--- config.mk ---
export PLATFORM = sky130hd
export DESIGN_NAME = mem_access_ctrl
export DESIGN_NICKNAME = d
export VERILOG_FILES = /design/src/rtl/mem_access_ctrl_pkg.sv /design/src/rtl/mem_access_ctrl.sv
export SDC_FILE = /design/constraint.sdc
export NUM_CORES = 1
export LEC_CHECK = 0
export CORE_MARGIN = 2
export CORE_UTILIZATION = 43
export CTS_CLUSTER_DIAMETER = 200
export CTS_CLUSTER_SIZE = 24
export DETAILED_ROUTE_END_ITERATION = 10
export PLACE_DENSITY = 0.86
export SLEW_MARGIN = 20
export SYNTH_ARGS = -nofsm -noshare
export SYNTH_HDL_FRONTEND = slang
export SYNTH_SLANG_ARGS = --single-unit
export TNS_END_PERCENT = 100
--- constraint.sdc ---
create_clock -name clk -period 2.2 [get_ports clk]
set_input_delay 0.44 -clock clk [delete_from_list [all_inputs] [get_ports clk]]
set_output_delay 0.44 -clock clk [all_outputs]
set_load 0.01 [all_outputs]
--- src/rtl/mem_access_ctrl_pkg.sv ---
// Shared types and constants for the data-memory access controller.
package mem_access_ctrl_pkg;

  typedef enum logic [1:0] {
    IDLE   = 2'd0,
    ACCESS = 2'd1,
    RESP   = 2'd2
  } state_t;

  localparam int MEM_WORDS_DEFAULT = 256;
  localparam int ADDR_W = 32;
  localparam int IDX_W  = 30;  // word index = byte address >> 2
  localparam int CNT_W  = 3;   // wide enough for RD_LAT up to 7

  // Reject misaligned byte addresses and word indices past the end of memory.
  function automatic logic addr_err(input logic [ADDR_W-1:0] byte_addr,
                                    input int unsigned       words);
    logic [ADDR_W-1:0] idx;
    idx = {{(ADDR_W-IDX_W){1'b0}}, byte_addr[ADDR_W-1:ADDR_W-IDX_W]};
    return (byte_addr[1:0] != 2'b00) || (idx >= words);
  endfunction

endpackage

--- src/rtl/mem_access_ctrl.sv ---
// Single-outstanding CPU load/store controller in front of a fixed-latency
// data memory. One request is accepted in IDLE, the memory strobes are held
// for RD_LAT+1 cycles, and a one-cycle response pulse closes the access.
module mem_access_ctrl
  import mem_access_ctrl_pkg::*;
#(
  parameter int MEM_WORDS = MEM_WORDS_DEFAULT,
  parameter int RD_LAT    = 1
) (
  input  logic              clk,
  input  logic              rst_n,
  input  logic              req_valid,
  input  logic              req_write,
  input  logic [ADDR_W-1:0] req_addr,
  input  logic [31:0]       req_wdata,
  output logic              req_ready,
  output logic              resp_valid,
  output logic [31:0]       resp_rdata,
  output logic              resp_err,
  output logic [ADDR_W-1:0] addr,
  output logic [31:0]       write_data,
  output logic              memread,
  output logic              memwrite,
  input  logic [31:0]       read_data
);

  state_t           state;
  logic [CNT_W-1:0] cnt;
  logic             req_err;

  assign req_err = addr_err(req_addr, MEM_WORDS);

  // Control FSM; every output is a register so the memory sees clean strobes.
  always_ff @(posedge clk or negedge rst_n) begin
    if (!rst_n) begin
      state      <= IDLE;
      cnt        <= '0;
      req_ready  <= 1'b1;
      resp_valid <= 1'b0;
      resp_err   <= 1'b0;
      resp_rdata <= '0;
      addr       <= '0;
      write_data <= '0;
      memread    <= 1'b0;
      memwrite   <= 1'b0;
    end else begin
      case (state)
        IDLE: begin
          if (req_valid) begin
            req_ready <= 1'b0;
            if (req_err) begin
              // Rejected accesses never touch memory.
              state      <= RESP;
              resp_valid <= 1'b1;
              resp_err   <= 1'b1;
              resp_rdata <= '0;
            end else begin
              // Address/data/direction are latched into the memory-facing
              // registers here and held unchanged for the whole access.
              state      <= ACCESS;
              cnt        <= CNT_W'(RD_LAT);
              addr       <= {{(ADDR_W-IDX_W){1'b0}}, req_addr[ADDR_W-1:ADDR_W-IDX_W]};
              write_data <= req_wdata;
              memread    <= ~req_write;
              memwrite   <= req_write;
            end
          end
        end
        ACCESS: begin
          if (cnt == '0) begin
            // Last access cycle: read_data has had RD_LAT cycles to settle.
            state      <= RESP;
            resp_valid <= 1'b1;
            resp_err   <= 1'b0;
            resp_rdata <= memwrite ? '0 : read_data;
            addr       <= '0;
            write_data <= '0;
            memread    <= 1'b0;
            memwrite   <= 1'b0;
          end else begin
            cnt <= cnt - CNT_W'(1);
          end
        end
        RESP: begin
          state      <= IDLE;
          resp_valid <= 1'b0;
          resp_err   <= 1'b0;
          req_ready  <= 1'b1;
        end
        default: begin
          state      <= IDLE;
          resp_valid <= 1'b0;
          resp_err   <= 1'b0;
          req_ready  <= 1'b1;
        end
      endcase
    end
  end

endmodule
# Yosys cells after proc, flatten, opt, wreduce, memory -nomap -nowiden
# Index checks and enable logic that the tools add are counted.
[totals] elab_cells=65 inputBits=100 out_inout_bits=101 register_bits=106
[classes] bitwise=2 reduce_logical=11 eq_ne=6 magnitude_cmp=1 n_mux=34 n_addsub=1
[op_table] operator="two-way mux 32 bit" n=9
[op_table] operator="one-hot mux 32 bit (2 select lines)" n=3
[op_table] operator="greater-or-equal comparator 30 x 9 -> 1 bit, second input constant" n=1
[op_table] operator="AND reduction 4 bit" n=3
[op_table] operator="inequality test 2 bit, second input constant" n=5
[op_table] operator="one-hot mux 1 bit (2 select lines)" n=5
[op_table] operator="two-way mux 1 bit" n=9
[op_table] operator="two-way mux 3 bit" n=3
[op_table] operator="two-way mux 2 bit" n=3
[op_table] operator="one-hot mux 3 bit (2 select lines)" n=1
[op_table] operator="one-hot mux 2 bit (2 select lines)" n=1
[op_table] operator="AND reduction 2 bit" n=2
[op_table] operator="nonzero test 2 bit" n=2
[op_table] operator="zero test 3 bit" n=1
[op_table] operator="AND reduction 3 bit" n=1
[op_table] operator="subtractor 3 x 1 -> 3 bit, second input constant" n=1
[op_table] operator="equality test 2 x 1 -> 1 bit, second input constant" n=1
[op_table] operator="zero test 2 bit" n=1
[op_table] operator="NOT 1 bit" n=2
[op_table] operator="logical OR 1 bit" n=1

# Longest topological paths before layout
# Gate-level depths: netlist of the first run.
[logic_depth] depth_word=5 ltp_mapped=8 depth_no_buf=6

# Worst setup path after synthesis of the first run
# OpenSTA, ideal clock, no wires.
[synth_path] path_type="reg-to-reg" start="register cnt[0]" end="register resp_rdata[10]" path_stages_with_launch=8 setup_slack_ns=0.451 required_time_ns=2.134 t_arrival_ns=1.683 path_buffers=2 setup_time_ns=0.066 synth_period_minus_slack_ns=1.749 path_cell_list="dfrtp_1 inv_1 ha_1 nor4bb_1 and2_1 clkbuf_1 clkbuf_1 a22o_1"
[synth_between] elab_chain_len=3
[synth_rtl] item="from (decl)" line_no="mem_access_ctrl.sv:28" rtl="logic [CNT_W-1:0] cnt;"
[synth_rtl] item="from (signal assigned)" line_no="mem_access_ctrl.sv:61" rtl="cnt <= CNT_W'(RD_LAT);"
[synth_rtl] item="from (signal assigned)" line_no="mem_access_ctrl.sv:81" rtl="cnt <= cnt - CNT_W'(1);"
[synth_rtl] item="zero test 3 bit" line_no="mem_access_ctrl.sv:70" rtl="if (cnt == '0) begin"
[synth_rtl] item="inequality test 2 bit (no source line)"
[synth_rtl] item="AND reduction 4 bit (no source line)"
[synth_rtl] item="to (signal assigned)" line_no="mem_access_ctrl.sv:75" rtl="resp_rdata <= memwrite ? '0 : read_data;"
[synth_rtl] item="to (decl)" line_no="mem_access_ctrl.sv:18" rtl="output logic [31:0] resp_rdata,"
# No other way between the ends.
# A chain may end at the register's enable or synchronous reset.

# Worst setup path after layout of the first run
[layout_path] start="register state[0]" end="register resp_rdata[26]"
[layout_between] elab_chain_len=3 word_cells_on_any_way=8 classes_between="eq/ne: 4; mux: 1; reduce/logical: 3"
[layout_rtl] item="from (decl)" line_no="mem_access_ctrl.sv:27" rtl="state_t state;"
[layout_rtl] item="from (signal assigned)" line_no="mem_access_ctrl.sv:36" rtl="state <= IDLE;"
[layout_rtl] item="from (signal assigned)" line_no="mem_access_ctrl.sv:53" rtl="state <= RESP;"
[layout_rtl] item="from (signal assigned)" line_no="mem_access_ctrl.sv:60" rtl="state <= ACCESS;"
[layout_rtl] item="equality test 2 x 1 -> 1 bit / zero test 2 bit (equally long branches)" line_no="mem_access_ctrl.sv:47" rtl="case (state)"
[layout_rtl] item="inequality test 2 bit (no source line) / nonzero test 2 bit (equally long branches)"
[layout_rtl] item="AND reduction 4 bit (no source line)"
# Several ways; a longest one is shown, not always the timed one.

==> flow_metrics.env, run 1 <==
export IMPL_run_status="complete, no violations"
export IMPL_antenna_found_initial=0
export IMPL_drv_cap=0
export IMPL_core_area_mm2=0.0109
export IMPL_die_h_um=110
export IMPL_finalPower_mw=4.11
export IMPL_fin_crit_sh_pct=91.3
export IMPL_clockRootBuffer="clkbuf_16"
export IMPL_total_leakage_power_nw=2.93
export IMPL_yosysTopAreaCellShare_pct=53.1
export IMPL_dp_cells=767
export IMPL_cts_htree_levels=3
export IMPL_synthCells=461
export IMPL_ir_worst_vdd_uv=316
export IMPL_std_cell_rows=38
export IMPL_cp_start_kind="flip-flop"
export IMPL_grt_usage_pct=22.4
export IMPL_grt_pass1_wl_um=21400
export IMPL_layout_nets=741
export IMPL_cts_tree="yes"
export IMPL_synth_edf_count=0
export IMPL_post_cts_buffers=0
export IMPL_synth_top_cell_by_area="dfrtp_1"
export IMPL_clock_latency_ps=340
export IMPL_utilization_pct=67.3
export IMPL_synthesis_area_mm2=0.00486
export IMPL_setup_tns_ps=0
export IMPL_clock_sinks=104
export IMPL_vias=4352
export IMPL_grt_ovfl_total=0
export IMPL_min_path_type="input port to asynchronous set/reset pin"
export IMPL_ios=201
export IMPL_ys_seq_area_share_pct=53.6
export IMPL_numCtsBuffers=9
export IMPL_drt_iter0_markers=322
export IMPL_grt_pass1_vias=4268
export IMPL_final_cells=784
export IMPL_maxSlewHeadroom_pct=46.6
export IMPL_fp_dieW_um=110
export IMPL_drt_pass1_iter_count=5
export IMPL_synth_seq_cells=104
export IMPL_path_max_fanout=85
export IMPL_synth_ff_type="dfrtp_1"
export IMPL_rsz0062_at_grt="no"
export IMPL_fin_skew_ps=3.38
export IMPL_tightest_slew_ps=801
export IMPL_fillers=815
export IMPL_fin_crit_ps=2010
export IMPL_required_ps=2430
export IMPL_synth_common_cells="103 x dfrtp_1, 48 x inv_1, 46 x nand2_1, 42 x nand4_1, 42 x nor2b_1"
export IMPL_yosys_top_cells_area="dfrtp_1 53%, o311ai_0 6.9%, a22o_1 5.8%, nand4_1 5.4%, nor2b_1 5.4%"
export IMPL_avgSynthCellArea_um2=10.5
export IMPL_wirelength_um=13900
export IMPL_drive_gt1_share_pct=6.99
export IMPL_hpwl_um=9280
export IMPL_antenna_left=0
export IMPL_async_flop_share_pct=100
export IMPL_port_buffers=198
export IMPL_grt_max_degree=86
export IMPL_p_per_area_mw_per_mm2=558
export IMPL_hold_viol=0
export IMPL_hold_ws_ps=1.36
export IMPL_wl_per_cell_um=17.8
export IMPL_drc=0
export IMPL_start_util_pct=44.4
export IMPL_fmax_mhz=498
export IMPL_antenna_cells=0
export IMPL_vias_per_cell=5.55
export IMPL_crit_arrival_ps=2230
export IMPL_drv_slew=0
export IMPL_synth_most_common_cell="dfrtp_1"
export IMPL_clk_pin_slew_ps=70
export IMPL_critPathKind="flip-flop to flip-flop"
export IMPL_yosysUniqueCellTypes=40
export IMPL_area_growth_pct=51.5
export IMPL_yosys_warnings=0
export IMPL_die_area_mm2=0.0122
export IMPL_cts_buffer_depth=2
export IMPL_place_congestion=0.798
export IMPL_setup_viol=0
export IMPL_crit_path_end_kind="flip-flop"
[kinds of logic after synthesis]
logic type	count (synthesis)	synth area share, %
xor gates and xnor gates	1	0.180
other	1	0.0772
buffers and inverters	96	8.37
AOI/OAI and AO/OA	110	19.2
and+or+nand+nor	147	18.0
DFF	104	53.6
adders and majority gates	2	0.515
[through the flow]
stage	cell area, µm²	setup slack, ps
after floorplan	4860	451
after detailed placement	7010	-112
after global placement	7010	-17.5
final	7360	190
after CTS	7350	55.3
after global routing	7360	64.0
[worst max-delay path, cell delays in order (launching register included)]
cell      delay, ps
dfrtp_2         450
buf_4           630
a21bo_2         270
o311ai_4        100
buf_12          180
a22o_1          240
[repair_timing]
action / CTS / global route
cloned: 1 / 0
hold buffers: 0 / 0
hold endpoints to repair: 0 / 0
gates resized for setup: 0 / 1
setup endpoints to repair: 17 / 21
[power breakdown]
part | switching [mW] | internal, mW | total, mW
sequential | 0.0121 | 1.93 | 1.94
combinational | 0.196 | 0.235 | 0.430
clock | 0.706 | 1.03 | 1.74
total | 0.914 | 3.19 | 4.11
[per-layer routing]
layer | global-route usage (%) | routed length, µm | part of all wire (%)
met5 | 0 | 0 | 0
met4 | 6.16 | 147 | 1.1
met3 | 4.59 | 863 | 6.2
met2 | 37.9 | 7110 | 51
met1 | 29.4 | 5810 | 42
[final cells by class]
| type | instances | area [µm²] | area share, % |
|---|---|---|---|
| Clock inverter | 6 | 90.1 | 1.22 |
| Timing Repair Buffer | 212 | 2170 | 29.5 |
| Inverter | 49 | 184 | 2.50 |
| Tap cell | 140 | 175 | 2.38 |
| Clock buffer | 10 | 239 | 3.25 |
| Multi-Input combinational cell | 263 | 1890 | 25.7 |
| Sequential cell | 104 | 2610 | 35.4 |
[state kept, by name (all words and copies together), names as in the netlist]
name and cells:
addr 30, memwrite 1, cnt 3, resp_rdata 32, state 2, req_ready 1, memread 1, resp_valid 1
write_data 32, resp_err 1
[placed cells by master, fill, tap and decap left out, types with 2 or more instances in the layout]
| cell type | Yosys | final |
|---|---|---|
| ha_1 | 2 | 2 |
| a21oi_4 | 0 | 2 |
| buf_12 | 0 | 7 |
| nand4_1 | 42 | 42 |
| o21ai_1 | 3 | 2 |
| bufinv_16 | 0 | 2 |
| nand2_1 | 46 | 46 |
| o311ai_0 | 38 | 38 |
| a21boi_0 | 17 | 17 |
| nor2b_1 | 42 | 42 |
| a21boi_1 | 5 | 5 |
| clkbuf_16 | 0 | 9 |
| dfrtp_1 | 103 | 102 |
| o2bb2ai_1 | 2 | 2 |
| conb_1 | 1 | 2 |
| nor4_4 | 4 | 4 |
| clkdlybuf4s50_1 | 0 | 197 |
| inv_1 | 48 | 48 |
| nor2_1 | 4 | 4 |
| a22o_1 | 32 | 32 |
| nor4_1 | 2 | 2 |
| buf_4 | 2 | 8 |
| and2_1 | 2 | 2 |
| o311ai_1 | 4 | 4 |
[worst paths after layout]
check                                from              to  slack [ps]  depth (start not counted)
worst max register to register   state[0]  resp_rdata[26]         190                          5
worst min-delay path                rst_n         addr[5]           1                          1
worst min register to register  req_ready       req_ready         480                          2
max in group asynchronous           rst_n        state[0]        1540                          2
worst max-delay path             state[0]  resp_rdata[26]         190                          5
min in group clk                req_ready       req_ready         480                          2
(Power assumes the default switching activity.)
==> run 2, diff against run 1 <==
--- a/config.mk
+++ b/config.mk
@@ -5,8 +5,10 @@
 export SDC_FILE = /design/constraint.sdc
 export NUM_CORES = 1
 export LEC_CHECK = 0
+export CELL_PAD_IN_SITES_DETAIL_PLACEMENT = 0
+export CELL_PAD_IN_SITES_GLOBAL_PLACEMENT = 1
 export CORE_MARGIN = 2
-export CORE_UTILIZATION = 43
+export CORE_UTILIZATION = 32
 export CTS_CLUSTER_DIAMETER = 200
 export CTS_CLUSTER_SIZE = 24
 export DETAILED_ROUTE_END_ITERATION = 10
==> run 2 against run 1 <==
Core utilization down 18 points. Non-clock buffer count up 7. Critical path depth up 3. Routed wire length down 0.75%. Sequential power about the same. Largest cell class unchanged. Highest routed layer unchanged.
==> flow_metrics.env, run 2 (synthesized netlist as in run 1, its figures left out) <==
export IMPL_cp_start_kind="input port"
export IMPL_worstRegToRegCells=7
export IMPL_antenna_cells=0
export IMPL_rsz0062_at_grt="no"
export IMPL_layout_nets=747
export IMPL_drt_pass1_iter_count=4
export IMPL_p_per_area_mw_per_mm2=536
export IMPL_min_path_type="input port to asynchronous set/reset pin"
export IMPL_fin_crit_ps=2030
export IMPL_antenna_found_initial=0
export IMPL_clk_pin_slew_ps=80
export IMPL_grt_usage_pct=17.4
export IMPL_drv_slew=0
export IMPL_final_cells=838
export IMPL_post_cts_buffers=0
export IMPL_tightest_slew_ps=565
export IMPL_ir_worst_vdd_uv=307
export IMPL_r2r_start="cnt[0]"
export IMPL_vias_per_cell=5.15
export IMPL_finalPower_mw=4.00
export IMPL_total_leakage_power_nw=2.96
export IMPL_start_util_pct=32.3
export IMPL_hold_buffers=0
export IMPL_cts_buffer_depth=2
export IMPL_critPathSlowestCell="clkdlybuf4s50_1"
export IMPL_clockRootBuffer="clkbuf_16"
export IMPL_drt_iter0_markers=147
export IMPL_crit_path_end_kind="flip-flop"
export IMPL_grt_pass1_vias=4382
export IMPL_grt_max_degree=63
export IMPL_fmax_mhz=491
export IMPL_endpoint="resp_rdata[3]"
export IMPL_critPathKind="input port to flip-flop"
export IMPL_dpl_worst_slack_ps=-232
export IMPL_setup_viol=0
export IMPL_drv_cap=0
export IMPL_die_area_mm2=0.0162
export IMPL_critical_path_top_delay_family="buffers and inverters"
export IMPL_required_ps=2490
export IMPL_clock_latency_ps=350
export IMPL_maxSlewHeadroom_pct=62.3
export IMPL_hold_ws_ps=33.1
export IMPL_hold_viol=0
export IMPL_crit_buf_inv=4
export IMPL_r2r_slack_ps=280
export IMPL_worstSetupStartpoint="req_addr[10]"
export IMPL_cts_htree_levels=3
export IMPL_finalWorstSetupSlack_ps=165
export IMPL_ios=201
export IMPL_fin_crit_sh_pct=92.5
export IMPL_clock_sinks=104
export IMPL_r2r_end="write_data[27]"
export IMPL_cp_cell_sequence="clkdlybuf4s50_1, nor4_1, buf_4, nand2_1, buf_4, o311ai_4, buf_12, a22o_1"
export IMPL_place_congestion=0.740
export IMPL_cpMostUsedCell="buf_4"
export IMPL_final_common_cell="clkdlybuf4s50_1"
export IMPL_cpPeakStageDelay_ps=400
export IMPL_core_area_mm2=0.0150
export IMPL_worst_path_stages=8
export IMPL_fillers=1343
export IMPL_path_max_fanout=33
export IMPL_wl_per_cell_um=16.5
export IMPL_top_regs="resp_rdata x32, write_data x32, addr x30"
export IMPL_hpwl_um=9760
export IMPL_fin_skew_ps=9.65
export IMPL_wirelength_um=13800
export IMPL_run_status="complete, no violations"
export IMPL_grt_pass1_wl_um=22400
export IMPL_die_h_um=127
export IMPL_dp_cells=822
export IMPL_port_buffers=198
export IMPL_area_growth_pct=53.6
export IMPL_grt_ovfl_total=0
export IMPL_fp_dieW_um=127
export IMPL_drive_gt1_share_pct=7.85
export IMPL_vias=4319
export IMPL_numCtsBuffers=9
export IMPL_cts_resized=0
export IMPL_cts_tree="yes"
export IMPL_final_cell_mix="197 x clkdlybuf4s50_1, 102 x dfrtp_1, 48 x inv_1"
export IMPL_crit_arrival_ps=2330
export IMPL_antenna_left=0
export IMPL_drc=0
export IMPL_std_cell_rows=45
run 2: cell count changes in the layout (fill, tap and decap cells not counted), sizes merged:
cell / before / now
a21oi: 2 / 1
buf: 15 / 22
clkinv: 2 / 3
bufinv: 2 / 0
inv: 50 / 52
clkbuf: 10 / 9
run 2: metal layers:
metal	vias to the layer above	wire length (µm)	share of wire, %	GRT usage [%]
met5	-	0	0	0
met3	12	982	7.1	4.65
li1	2018	-	-	-
met2	166	6720	49	29.3
met4	0	202	1.5	6.01
met1	2123	5920	43	21.8
run 2: final cells by class:
cell class	count	area [µm²]	share of cell area [%]
multi-input combinational	262	1880	25.2
timing repair buffer	219	2250	30.1
tap	188	235	3.15
inverter	49	184	2.46
sequential	104	2610	34.9
clock inverter	7	85.1	1.14
clock buffer	9	225	3.02
run 2: power by group:
group          switching (mW)  internal, mW  total (mW)
Combinational           0.196         0.246       0.441
Sequential             0.0118          1.92        1.94
Clock                   0.808         0.813        1.62
run 2: worst min path at each step:
stage	slack (ps)	from	end	cells past startpoint
2_1_floorplan	140	rst_n	addr[0]	0
5_1_grt	70	rst_n	resp_rdata[0]	1
6_report	30	rst_n	resp_rdata[1]	1
3_3_place_gp	430	rst_n	resp_rdata[1]	1
4_1_cts	40	rst_n	resp_rdata[1]	1
3_5_place_dp	440	rst_n	resp_rdata[1]	1
run 2: through the flow:
stage          utilization [%]  area [µm²]  TNS (ps)
6_report                  49.6        7460         0
5_1_grt                   49.6        7460         0
4_1_cts                   49.6        7460         0
3_5_place_dp              47.6        7150    -17990
3_3_place_gp              47.6        7150    -14300
2_1_floorplan                -        4860         0
